File: src/rtl/cdb_writeback_arbiter_pkg.sv
// Shared execute/writeback types: the functional-unit result record and
// the default number of units feeding the common data bus.
package rv32i_types;

   localparam int CDB_NUM_FU = 4;

   typedef struct packed {
      logic [31:0] register_value;
      logic [5:0]  rd_paddr;
      logic [4:0]  rob_idx;
      logic        ready_for_writeback;
   } fu_output_t;

endpackage

File: src/rtl/cdb_writeback_arbiter_fifo.sv
// Per-unit writeback buffer: a small circular FIFO whose occupancy count
// drives the unit's backpressure in the arbiter.
module wb_fifo
   import rv32i_types::*;
#(
   parameter int  DEPTH     = 2,
   parameter type payload_t = fu_output_t
) (
   input  logic                   clk,
   input  logic                   rst,
   input  logic                   clear,
   input  logic                   push,
   input  logic                   pop,
   input  payload_t               din,
   output logic                   full,
   output logic                   empty,
   output logic [$clog2(DEPTH):0] count,
   output payload_t               head
);

   localparam int PW = $clog2(DEPTH);
   localparam logic [PW:0] DEPTH_C = (PW + 1)'(DEPTH);

   payload_t      mem [DEPTH];
   logic [PW-1:0] head_ptr;
   logic [PW-1:0] tail_ptr;

   assign full  = (count == DEPTH_C);
   assign empty = (count == '0);
   assign head  = mem[head_ptr];

   // Pointers wrap naturally because DEPTH is a power of two.
   always_ff @(posedge clk) begin
      if (rst || clear) begin
         head_ptr <= '0;
         tail_ptr <= '0;
         count    <= '0;
      end else begin
         if (push) begin
            mem[tail_ptr] <= din;
            tail_ptr      <= tail_ptr + 1'b1;
         end
         if (pop) begin
            head_ptr <= head_ptr + 1'b1;
         end
         count <= count + (PW + 1)'(push) - (PW + 1)'(pop);
      end
   end

endmodule

File: src/rtl/cdb_writeback_arbiter.sv
// Buffers functional-unit results per unit and broadcasts one per cycle on
// the CDB, choosing among non-empty buffers in round-robin order.
module cdb_writeback_arbiter
   import rv32i_types::*;
#(
   parameter  int NUM_FU     = CDB_NUM_FU,
   parameter  int FIFO_DEPTH = 2,
   localparam int SRC_W      = (NUM_FU > 1) ? $clog2(NUM_FU) : 1
) (
   input  logic              clk,
   input  logic              rst,
   input  logic              flush,
   input  fu_output_t        fu_result [NUM_FU],
   output logic [NUM_FU-1:0] fu_ready,
   output logic              cdb_valid,
   output fu_output_t        cdb_out,
   output logic [SRC_W-1:0]  cdb_src
);

   localparam int CW = $clog2(FIFO_DEPTH) + 1;
   localparam logic [CW-1:0]  DEPTH_C  = CW'(FIFO_DEPTH);
   localparam logic [SRC_W:0] NUM_FU_C = (SRC_W + 1)'(NUM_FU);

   logic [NUM_FU-1:0] push;
   logic [NUM_FU-1:0] pop;
   logic [NUM_FU-1:0] full;
   logic [NUM_FU-1:0] empty;
   logic [CW-1:0]     counts [NUM_FU];
   fu_output_t        heads  [NUM_FU];

   logic [SRC_W-1:0]  rr_ptr;
   logic [SRC_W-1:0]  winner;
   logic [SRC_W-1:0]  next_rr;
   logic              found;
   logic              grant;
   logic [SRC_W:0]    sum;
   logic [SRC_W:0]    after_winner;

   for (genvar i = 0; i < NUM_FU; i++) begin : g_fu
      assign fu_ready[i] = (counts[i] < DEPTH_C) & ~rst & ~flush;
      assign push[i]     = fu_result[i].ready_for_writeback & fu_ready[i];
      assign pop[i]      = grant & (winner == SRC_W'(i));

      wb_fifo #(
         .DEPTH     (FIFO_DEPTH),
         .payload_t (fu_output_t)
      ) u_fifo (
         .clk   (clk),
         .rst   (rst),
         .clear (flush),
         .push  (push[i]),
         .pop   (pop[i]),
         .din   (fu_result[i]),
         .full  (full[i]),
         .empty (empty[i]),
         .count (counts[i]),
         .head  (heads[i])
      );

      a_no_push_when_full : assert property (@(posedge clk) disable iff (rst) !(push[i] && full[i]));
   end

   // Rotating priority: walk NUM_FU offsets from rr_ptr; first non-empty buffer wins.
   always_comb begin
      found        = 1'b0;
      winner       = rr_ptr;
      sum          = '0;
      for (int k = 0; k < NUM_FU; k++) begin
         sum = {1'b0, rr_ptr} + (SRC_W + 1)'(k);
         if (sum >= NUM_FU_C) begin
            sum = sum - NUM_FU_C;
         end
         if (!found && !empty[sum[SRC_W-1:0]]) begin
            found  = 1'b1;
            winner = sum[SRC_W-1:0];
         end
      end
      after_winner = {1'b0, winner} + 1'b1;
      if (after_winner >= NUM_FU_C) begin
         after_winner = after_winner - NUM_FU_C;
      end
      next_rr = after_winner[SRC_W-1:0];
      grant   = found & ~rst & ~flush;
   end

   // Bus registers hold their payload when idle; only the valid flag drops.
   always_ff @(posedge clk) begin
      if (rst) begin
         cdb_valid <= 1'b0;
         cdb_out   <= '0;
         cdb_src   <= '0;
         rr_ptr    <= '0;
      end else if (grant) begin
         cdb_valid <= 1'b1;
         cdb_out   <= heads[winner];
         cdb_src   <= winner;
         rr_ptr    <= next_rr;
      end else begin
         cdb_valid                     <= 1'b0;
         cdb_out.ready_for_writeback   <= 1'b0;
      end
   end

endmodule

File: config.mk
export PLATFORM = sky130hd
export DESIGN_NAME = cdb_writeback_arbiter
export DESIGN_NICKNAME = d
export VERILOG_FILES = /design/src/rtl/cdb_writeback_arbiter_pkg.sv /design/src/rtl/cdb_writeback_arbiter_fifo.sv /design/src/rtl/cdb_writeback_arbiter.sv
export SDC_FILE = /design/constraint.sdc
export NUM_CORES = 1
export LEC_CHECK = 0
export CORE_MARGIN = 2
export CORE_UTILIZATION = 40
export DETAILED_ROUTE_END_ITERATION = 8
export GPL_TIMING_DRIVEN = 0
export HOLD_SLACK_MARGIN = 0.03
export PLACE_DENSITY = 0.58
export SETUP_SLACK_MARGIN = 0.1
export SYNTH_ARGS = -nofsm -noshare
export SYNTH_HDL_FRONTEND = slang
export SYNTH_SLANG_ARGS = --single-unit
File: constraint.sdc
create_clock -name clk -period 4.8 [get_ports clk]
set_input_delay 0.48 -clock clk [delete_from_list [all_inputs] [get_ports clk]]
set_output_delay 0.48 -clock clk [all_outputs]
set_load 0.05 [all_outputs]
==> run metrics, run 1 <==
status=completed; initial antenna violation count=2; vias in the first global route=10.8k; main combinational cell family by area after synthesis=multiplexers; total clock sinks=421; min-delay worst type=reg2reg; Initial DRC Count=637; nature of the critical path endpoint=flip-flop; Tcrit/Tclk final=70.1%; Worst R2R Start=g_fu[2].u_fifo.count[1]; most frequent cells in the layout=352 x edfxtp_1, 229 x clkdlybuf4s50_1, 90 x mux2i_1; final hold violations=0; worst-path fanout max=10; Crit Path Class=reg2reg; Die X=208 µm; Post-Syn Area=0.0166 mm²; post-route ant nets=0; Final Max Tran Viols=0; largest net degree at the start of global routing=28; post-synthesis compound-gate area fraction=7.74%; clock-pin slew on the worst setup and hold paths=60 ps; Hold Path Cell Cnt=2; Avg Cell Area, Syn=15.9 µm²; #FFs+latches synth=421; layout cells sized above 1=14.7%; max incr delay on CP=550 ps; via count=10.3k; Nets=1517; design area=0.0212 mm²; Hold Path Sink=cdb_src[0]; gr ovfl total=0; hold path startpoint=cdb_src[0]; crit-path cells=or4_4 > a221oi_2 > buf_2 > nand2_1 > nand2_1 > nor2_1 > ha_1 > inv_1 > ha_1 > xor2_1 > xnor2_1 > nor2_1; CP arrival=3810 ps; mux cell area share after synthesis=11.4%; DRC Markers=0; area delta synth->final=28.0%; final hold slack=471 ps; first-pass detailed-route iteration total=5; unrepaired setup endpoints after global routing=false; library cells used by synthesis=41; maximum clock rate=297 MHz; instance count of the mapped netlist=1044; Reg2Reg Setup Slack=1430 ps; Post-Synthesis Net Count=1231; Synth Area in Simple Gates=5.41%; total CTS buffers=45; Layout fillers=3445; TritonCTS clock tree=done; type of origin of the critical path=flip-flop; R2R Path End=g_fu[3].u_fifo.count[1]; maximum VDD drop=0.239 mV; sequential area share after synthesis=72.1%; CTS Hold Bufs=0; Slew HR=29.3%; count of final setup violators=0; post_cts resized=0; placeable core region=0.0408 mm²; Rows=74; Critical Path RT=5250 ps; CP max-delay cell=or4_4; drt total wl=45.9 mm; LEAKAGE=6.83 nW; WL/cell=24.2 µm; # IOs=230; port bufs=229; power per cell area=384 mW/mm²; Die Height=208 µm; post-CTS setup buffers=0; crit path time final=3370 ps; overall routing resource usage=21.3%; post-synthesis adder-cell area fraction=0.604%; Max Cap Viol=0; worst slew pin tran=1060 ps; H-tree depth=2; DIE AREA=0.0431 mm²; Initial Util=40.6%; DP HPWL=31.1 mm; post-layout util=52.0%; clk_skew=16.9 ps; clock root buffer master=clkbuf_16; Power Total=8.14 mW; post-synthesis xor/xnor area fraction=0.687%; yosys warns=0; worst-skew pair later-pin latency=570 ps; Reg2Reg Depth=12; first-pass GRT wire length=67.8 mm; CTS max path bufs=3; most common cell after layout, fill and taps aside=edfxtp_1; routability congestion estimate from global placement=0.781; number of vias per cell=5.41; Cell Area, Placed=0.0198 mm²
==> worst max path at each step <==
stage,from,endpoint,depth (start not counted)
after floorplan,flush,g_fu[1].u_fifo.mem[0][0],5
after global placement,rst,g_fu[3].u_fifo.mem[0][10],6
after detailed placement,rst,g_fu[2].u_fifo.mem[0][38],8
after CTS,g_fu[2].u_fifo.count[1],g_fu[3].u_fifo.count[1],12
after global routing,g_fu[2].u_fifo.count[1],g_fu[2].u_fifo.count[1],12
final,g_fu[2].u_fifo.count[1],g_fu[3].u_fifo.count[1],12
==> report_power, final <==
group / total, mW / switching, mW / internal (mW)
Sequential: 4.08 / 0.0343 / 4.05
Clock: 3.35 / 1.39 / 1.96
Combinational: 0.707 / 0.424 / 0.282
==> critical path: cells and delay by family, from the launching register on <==
family	cells	cell delay, ps
and+or+nand+nor	5	1300
buffers and inverters	2	450
adders and majority gates	2	440
DFF	1	370
AOI/OAI and AO/OA	1	350
xor gates and xnor gates	2	320
==> cells in the mapped netlist (all sizes together) <==
library cell	count	area (µm²)
a211oi	32	240
a21oi	56	280
a221oi	3	32.5
and2	5	31.3
and3	4	25.0
buf	33	170
clkbuf	39	146
dfxtp	69	1380
edfxtp	352	10600
ha	8	100
inv	7	26.3
mux2	88	991
mux2i	90	901
nand2	56	210
nand3	33	165
nand4b	31	272
nor2	25	93.8
nor2b	1	6.26
nor4	2	12.5
nor4b	1	8.76
o2111ai	62	543
o21a	2	15.0
o21ai	6	37.5
o21bai	1	7.51
o221ai	12	105
o22ai	1	6.26
o31ai	2	15.0
or2	3	18.8
or3	2	12.5
or4	5	41.3
xnor2	5	43.8
xor2	8	70.1
==> layout make-up <==
type                    instances  area, µm²  area share, %
diodes                          1       2.50         0.0118
inverters                       7       26.3          0.124
repair buffers                239       2510           11.9
plain buffers                  72        317           1.49
well taps                     532        666           3.14
clock buffers                  64       1280           6.03
flip-flops and latches        421      12000           56.3
clock inverters                17        136          0.643
multi-input cells             544       4320           20.4
==> state kept, by name (all words and copies together), names as in the netlist, named ones only <==
name / count
g_fu.u_fifo.mem: 352
cdb_out: 44
g_fu.u_fifo.count: 8
g_fu.u_fifo.head_ptr: 4
g_fu.u_fifo.tail_ptr: 4
cdb_src: 2
rr_ptr: 2
cdb_valid: 1
==> cells by family after synthesis <==
logic type	after synthesis
DFF	421
adders and majority gates	8
and+or+nand+nor	168
AOI/OAI and AO/OA	177
xor gates and xnor gates	13
buffers and inverters	79
muxes	178
==> through the flow <==
step,TNS (ps),worst slack [ps],std cells
after floorplan,0,539,1044
after CTS,0,1410,1896
final,0,1430,1897
after global placement,-223440,-1420,1805
after global routing,0,1250,1896
after detailed placement,0,1440,1815
==> metal layers <==
layer / part of all wire [%] / wire length (µm) / global-route usage (%) / up-vias
li1: - / - / - / 4749
met1: 45 / 20500 / 28.5 / 5134
met2: 48 / 22100 / 35.4 / 300
met3: 5.1 / 2360 / 3.96 / 70
met4: 2.1 / 973 / 6.11 / 2
met5: 0.026 / 12 / 0 / -
(Power assumes the default switching activity.)
==> inputs of run 2 (changes only) <==
PLACE_DENSITY = 0.61   (was 0.58)
clock period = 2.76 ns   (was 4.8 ns; I/O delays follow)
==> run 2 against run 1 <==
  * Worst setup slack lost 1300 ps
  * Die area is the same
  * Flip-flop and latch count is the same
  * Via count grew 0.74%
  * Clock skew grew 4.6 ps
  * Utilization grew 0.64 points
  * Final cell count grew 0.79%
  * Global-route usage shrank 0.28 points
  * Sequential share of layout area shrank 0.65 points
  * Register-to-register slack lost 1300 ps
  * Maximum frequency grew 28%
  * Critical path type unchanged
  * Clock power grew 77%
==> run metrics, run 2 (synthesis gave the netlist of run 1 again) <==
port bufs=229; Non-Filler Instances=1912; LEAKAGE=6.94 nW; final hold violations=0; crit-path cells=or4_4 > a221oi_4 > buf_6 > nand2_8 > nand2_4 > nor2_1 > ha_1 > inv_1 > ha_1 > xor2_1 > xnor2_1 > nor2_1; clock-pin slew on the worst setup and hold paths=60 ps; Die X=208 µm; routability congestion estimate from global placement=0.784; most common cell after layout, fill and taps aside=edfxtp_1; type of origin of the critical path=flip-flop; unrepaired setup endpoints after global routing=true; total clock sinks=421; # IOs=230; initial antenna violation count=4; Critical Path RT=3190 ps; worst-path fanout max=5; Reg2Reg Setup Slack=130 ps; DRC Markers=0; Crit Path Class=reg2reg; via count=10.3k; DP HPWL=30.2 mm; max reg flops=352; layout cells sized above 1=16.8%; TritonCTS clock tree=done; most frequent cells in the layout=352 x edfxtp_1, 226 x clkdlybuf4s50_1, 90 x mux2i_1; placeable core region=0.0408 mm²; vias in the first global route=10.9k; count of final setup violators=0; CP max-delay cell=or4_4; Rows=74; max incr delay on CP=560 ps; first-pass GRT wire length=67.7 mm; status=completed; crit path time final=2630 ps; Initial Util=40.6%; clock root buffer master=clkbuf_16; power per cell area=666 mW/mm²; number of vias per cell=5.40; first-pass detailed-route iteration total=5; Largest Register=g_fu.u_fifo.mem; nature of the critical path endpoint=flip-flop; Die Height=208 µm; Power Total=14.3 mW; Initial DRC Count=735; Max Cap Viol=0; CTS max path bufs=3; slack of the critical path=133 ps; Tcrit/Tclk final=95.2%; gr ovfl total=0; Buffers & Inverters on Critical Path=2; maximum clock rate=381 MHz; H-tree depth=2; post-placement cell count=1810; DIE AREA=0.0431 mm²; final hold slack=290 ps; post-route ant nets=0; Final Max Tran Viols=0; overall routing resource usage=21.0%; CP arrival=3060 ps; pre-CTS setup slack=-642 ps; worst-skew pair later-pin latency=570 ps; WL/cell=23.9 µm; cell family with the largest share of critical-path delay=simple AND/OR/NAND/NOR gates; drt total wl=45.7 mm; Nets=1530; design area=0.0215 mm²; clk_skew=21.4 ps; Slew HR=13.7%; min-delay worst type=in2reg; worst slew pin tran=1290 ps; Largest regs=g_fu.u_fifo.mem: 352 flops, cdb_out: 44 flops, g_fu.u_fifo.count: 8 flops; Cell Area, Placed=0.0197 mm²; largest net degree at the start of global routing=45; total CTS buffers=46; maximum VDD drop=0.425 mV; area delta synth->final=29.5%
[run 2: area by class of cell]
cell class / instances / area [µm²]
Fill cell: 3411 / 19400
Clock buffer: 62 / 1260
Clock inverter: 22 / 186
Multi-Input combinational cell: 546 / 4460
Buffer: 71 / 374
Tap cell: 532 / 666
Antenna cell: 1 / 2.50
Sequential cell: 421 / 12000
Inverter: 7 / 26.3
Timing Repair Buffer: 250 / 2540
[run 2: metal layers]
layer  GRT usage [%]  part of all wire, %
met1            27.7                   43
met2            35.5                   49
met3            3.86                  5.8
met4            5.84                  2.0
met5               0                0.088
[run 2: worst paths after layout]
path,from,end,cells after the start
worst min-delay path,fu_result[152],g_fu[0].u_fifo.mem[0][20],1
worst min register to register,cdb_src[0],cdb_src[0],2
worst max register to register,g_fu[2].u_fifo.count[1],g_fu[3].u_fifo.count[1],12
worst max-delay path,g_fu[2].u_fifo.count[1],g_fu[3].u_fifo.count[1],12
[run 2: worst reg2reg max path, delay by kind of cell, from the launching register on]
family,cells,cell delay (ps)
and+or+nand+nor,5,820
xor gates and xnor gates,2,330
DFF,1,360
AOI/OAI and AO/OA,1,330
adders and majority gates,2,420
buffers and inverters,2,240
[run 2: repair_timing]
item	in CTS	in global routing
cloned	1	1
resized for setup	38	20
pin swaps	10	14
hold buffers	0	0
setup buffers	9	7
endpoints found under the setup margin	178	105
[run 2: through the flow]
stage,setup TNS [ps],utilization [%]
after floorplan,-16040,-
after global placement,-202560,47.9
after detailed placement,-123210,48.2
after CTS,0,52.3
after global routing,-50.2,52.6
final,0,52.6
[run 2: report_power, final]
part           internal, mW  total (mW)  switching, mW
Combinational         0.531        1.28          0.752
Clock                  3.48        5.92           2.44
Sequential             7.03        7.10         0.0621
Total                  11.0        14.3           3.25
==> inputs of run 3 (changes only) <==
CORE_ASPECT_RATIO = 0.8   (was unset)
CTS_CLUSTER_DIAMETER = 200   (was unset)
==> run 3 against run 2 <==
  * Sequential share of layout area decreased by 0.45 points
  * Count of clock-buffer cells in the layout decreased by 6
  * Cell area is 0.84% higher
  * Die area is essentially flat
  * Final cell count increased by 1.1%
  * Utilization rose by 0.49 points
  * Clock skew fell by 3.3 ps
  * Global-route usage is 0.53 points higher
  * Critical path depth increased by 1
  * Via count up 2.4%
  * Largest power group unchanged
  * Highest routed layer unchanged
==> run metrics, run 3 (synthesis gave the netlist of run 1 again) <==
# IOs=230; Gate power share=9.1%; crit path time final=2650 ps; Layout fillers=3378; most common cell after layout, fill and taps aside=edfxtp_1; via count=10.6k; clock root buffer master=clkbuf_16; Largest regs=g_fu.u_fifo.mem: 352 flops, cdb_out: 44 flops, g_fu.u_fifo.count: 8 flops; LEAKAGE=7.01 nW; unrepaired setup endpoints after global routing=true; Die X=232 µm; hold path startpoint=fu_result[148]; worst-path fanout max=4; Reg2Reg Setup Slack=110 ps; Rows=66; Die Height=186 µm; Crit Path Class=reg2reg; Hold Path Cell Cnt=1; maximum VDD drop=0.439 mV; clock share of power=42.0%; Worst R2R Start=g_fu[3].u_fifo.count[1]; count of final setup violators=0; nature of the critical path endpoint=flip-flop; power per cell area=671 mW/mm²; Initial DRC Count=903; routability congestion estimate from global placement=0.782; switching fraction of total power=22.7%; largest net degree at the start of global routing=45; DP HPWL=30.4 mm; TritonCTS clock tree=done; number of vias per cell=5.48; placeable core region=0.0408 mm²; Initial Util=40.6%; type of origin of the critical path=flip-flop; Reg power frac=48.9%; R2R Path End=g_fu[3].u_fifo.count[1]; gr ovfl total=0; clk_skew=18.2 ps; Reg2Reg Depth=13; overall routing resource usage=21.5%; vias in the first global route=10.6k; CP arrival=3070 ps; area delta synth->final=30.6%; CTS Hold Bufs=0; max reg flops=352; post-route ant nets=0; Slew HR=11.7%; first-pass GRT wire length=67.3 mm; Max Cap Viol=0; total clock sinks=421; final hold slack=298 ps; Nets=1538; Hold Path Sink=g_fu[0].u_fifo.mem[0][16]; CTS max path bufs=3; maximum clock rate=377 MHz; port bufs=229; DIE AREA=0.0431 mm²; H-tree depth=2; WL/cell=24.2 µm; layout cells sized above 1=18.7%; DRC Markers=0; final hold violations=0; most frequent cells in the layout=352 x edfxtp_1, 226 x clkdlybuf4s50_1, 90 x mux2i_1; Largest Register=g_fu.u_fifo.mem; drt total wl=46.8 mm; P_int=11.2 mW; Power Total=14.5 mW; first-pass detailed-route iteration total=6; Final Max Tran Viols=0; clock-pin slew on the worst setup and hold paths=60 ps; status=completed; area of the multi-input gates=0.00446 mm²; initial antenna violation count=4; Tcrit/Tclk final=96.0%; worst slew pin tran=1320 ps; Critical Path RT=3180 ps; Seq. cell area=0.0120 mm²; worst-skew pair later-pin latency=550 ps; min-delay worst type=in2reg; total CTS buffers=44; Net Sw Power=3.30 mW
==> run 3: metrics by stage <==
step	cells	util (%)	TNS, ps	area, µm²	setup WS, ps
2_1_floorplan	1044	-	-16040	16600	-122
3_3_place_gp	1817	48.0	-180110	19600	-808
3_5_place_dp	1823	48.4	-92660	19700	-579
4_1_cts	1915	52.6	0	21500	77.2
5_1_grt	1930	53.1	0	21600	1.19
6_report	1933	53.1	0	21700	110
==> run 3: layer usage <==
metal  track usage, %  vias to the layer above  routed length (µm)
li1                 -                     4780                   -
met1             30.3                     5351               21300
met2             35.0                      387               21800
met3             3.98                       62                2920
met4             4.21                        4                 703
met5                0                        -                  26
==> run 3: power by group through the flow <==
stage	registers, mW	logic, mW	clock network [mW]
CTS	7.10	1.29	6.21
finish	7.09	1.33	6.10
floorplan	7.38	0.406	0
global placement	7.23	1.20	0
detailed placement	7.23	1.23	0
global route	7.10	1.39	6.49
==> run 3: worst max-delay path by stage <==
| stage | slack, ps | cells past startpoint | to | startpoint |
|---|---|---|---|---|
| 4_1_cts | 80 | 13 | g_fu[2].u_fifo.count[1] | g_fu[2].u_fifo.count[1] |
| 3_3_place_gp | -810 | 6 | g_fu[1].u_fifo.mem[0][9] | rst |
| 3_5_place_dp | -580 | 5 | g_fu[1].u_fifo.mem[1][38] | rst |
| 6_report | 110 | 13 | g_fu[3].u_fifo.count[1] | g_fu[3].u_fifo.count[1] |
| 5_1_grt | 1 | 13 | g_fu[2].u_fifo.count[1] | g_fu[3].u_fifo.count[1] |
| 2_1_floorplan | -120 | 5 | g_fu[1].u_fifo.mem[0][0] | flush |
==> run 3: timing repair <==
item / in CTS / in global routing
pin swaps: 7 / 20
gates resized for setup: 41 / 26
setup buffers: 11 / 16
endpoints found under the setup margin: 125 / 24
==> run 3: area by class of cell <==
cell class / count / area share (%)
antenna: 3 / 0.0347
buffer: 71 / 1.77
clock buffer: 56 / 5.71
clock inverter: 25 / 1.20
inverter: 7 / 0.121
multi-input combinational: 544 / 20.6
sequential: 421 / 55.2
tap: 544 / 3.14
timing repair buffer: 262 / 12.2
==> run 3: worst max-delay path, stage by stage, from the launching register on <==
cell      delay [ps]
dfxtp_4          350
or4_4            570
a221oi_4         280
buf_6            150
buf_6            120
nand2_8           60
nand2_8           80
nor2_1            40
ha_1             260
inv_1             60
ha_2             180
xor2_2           150
xnor2_1          140
nor2_1            60
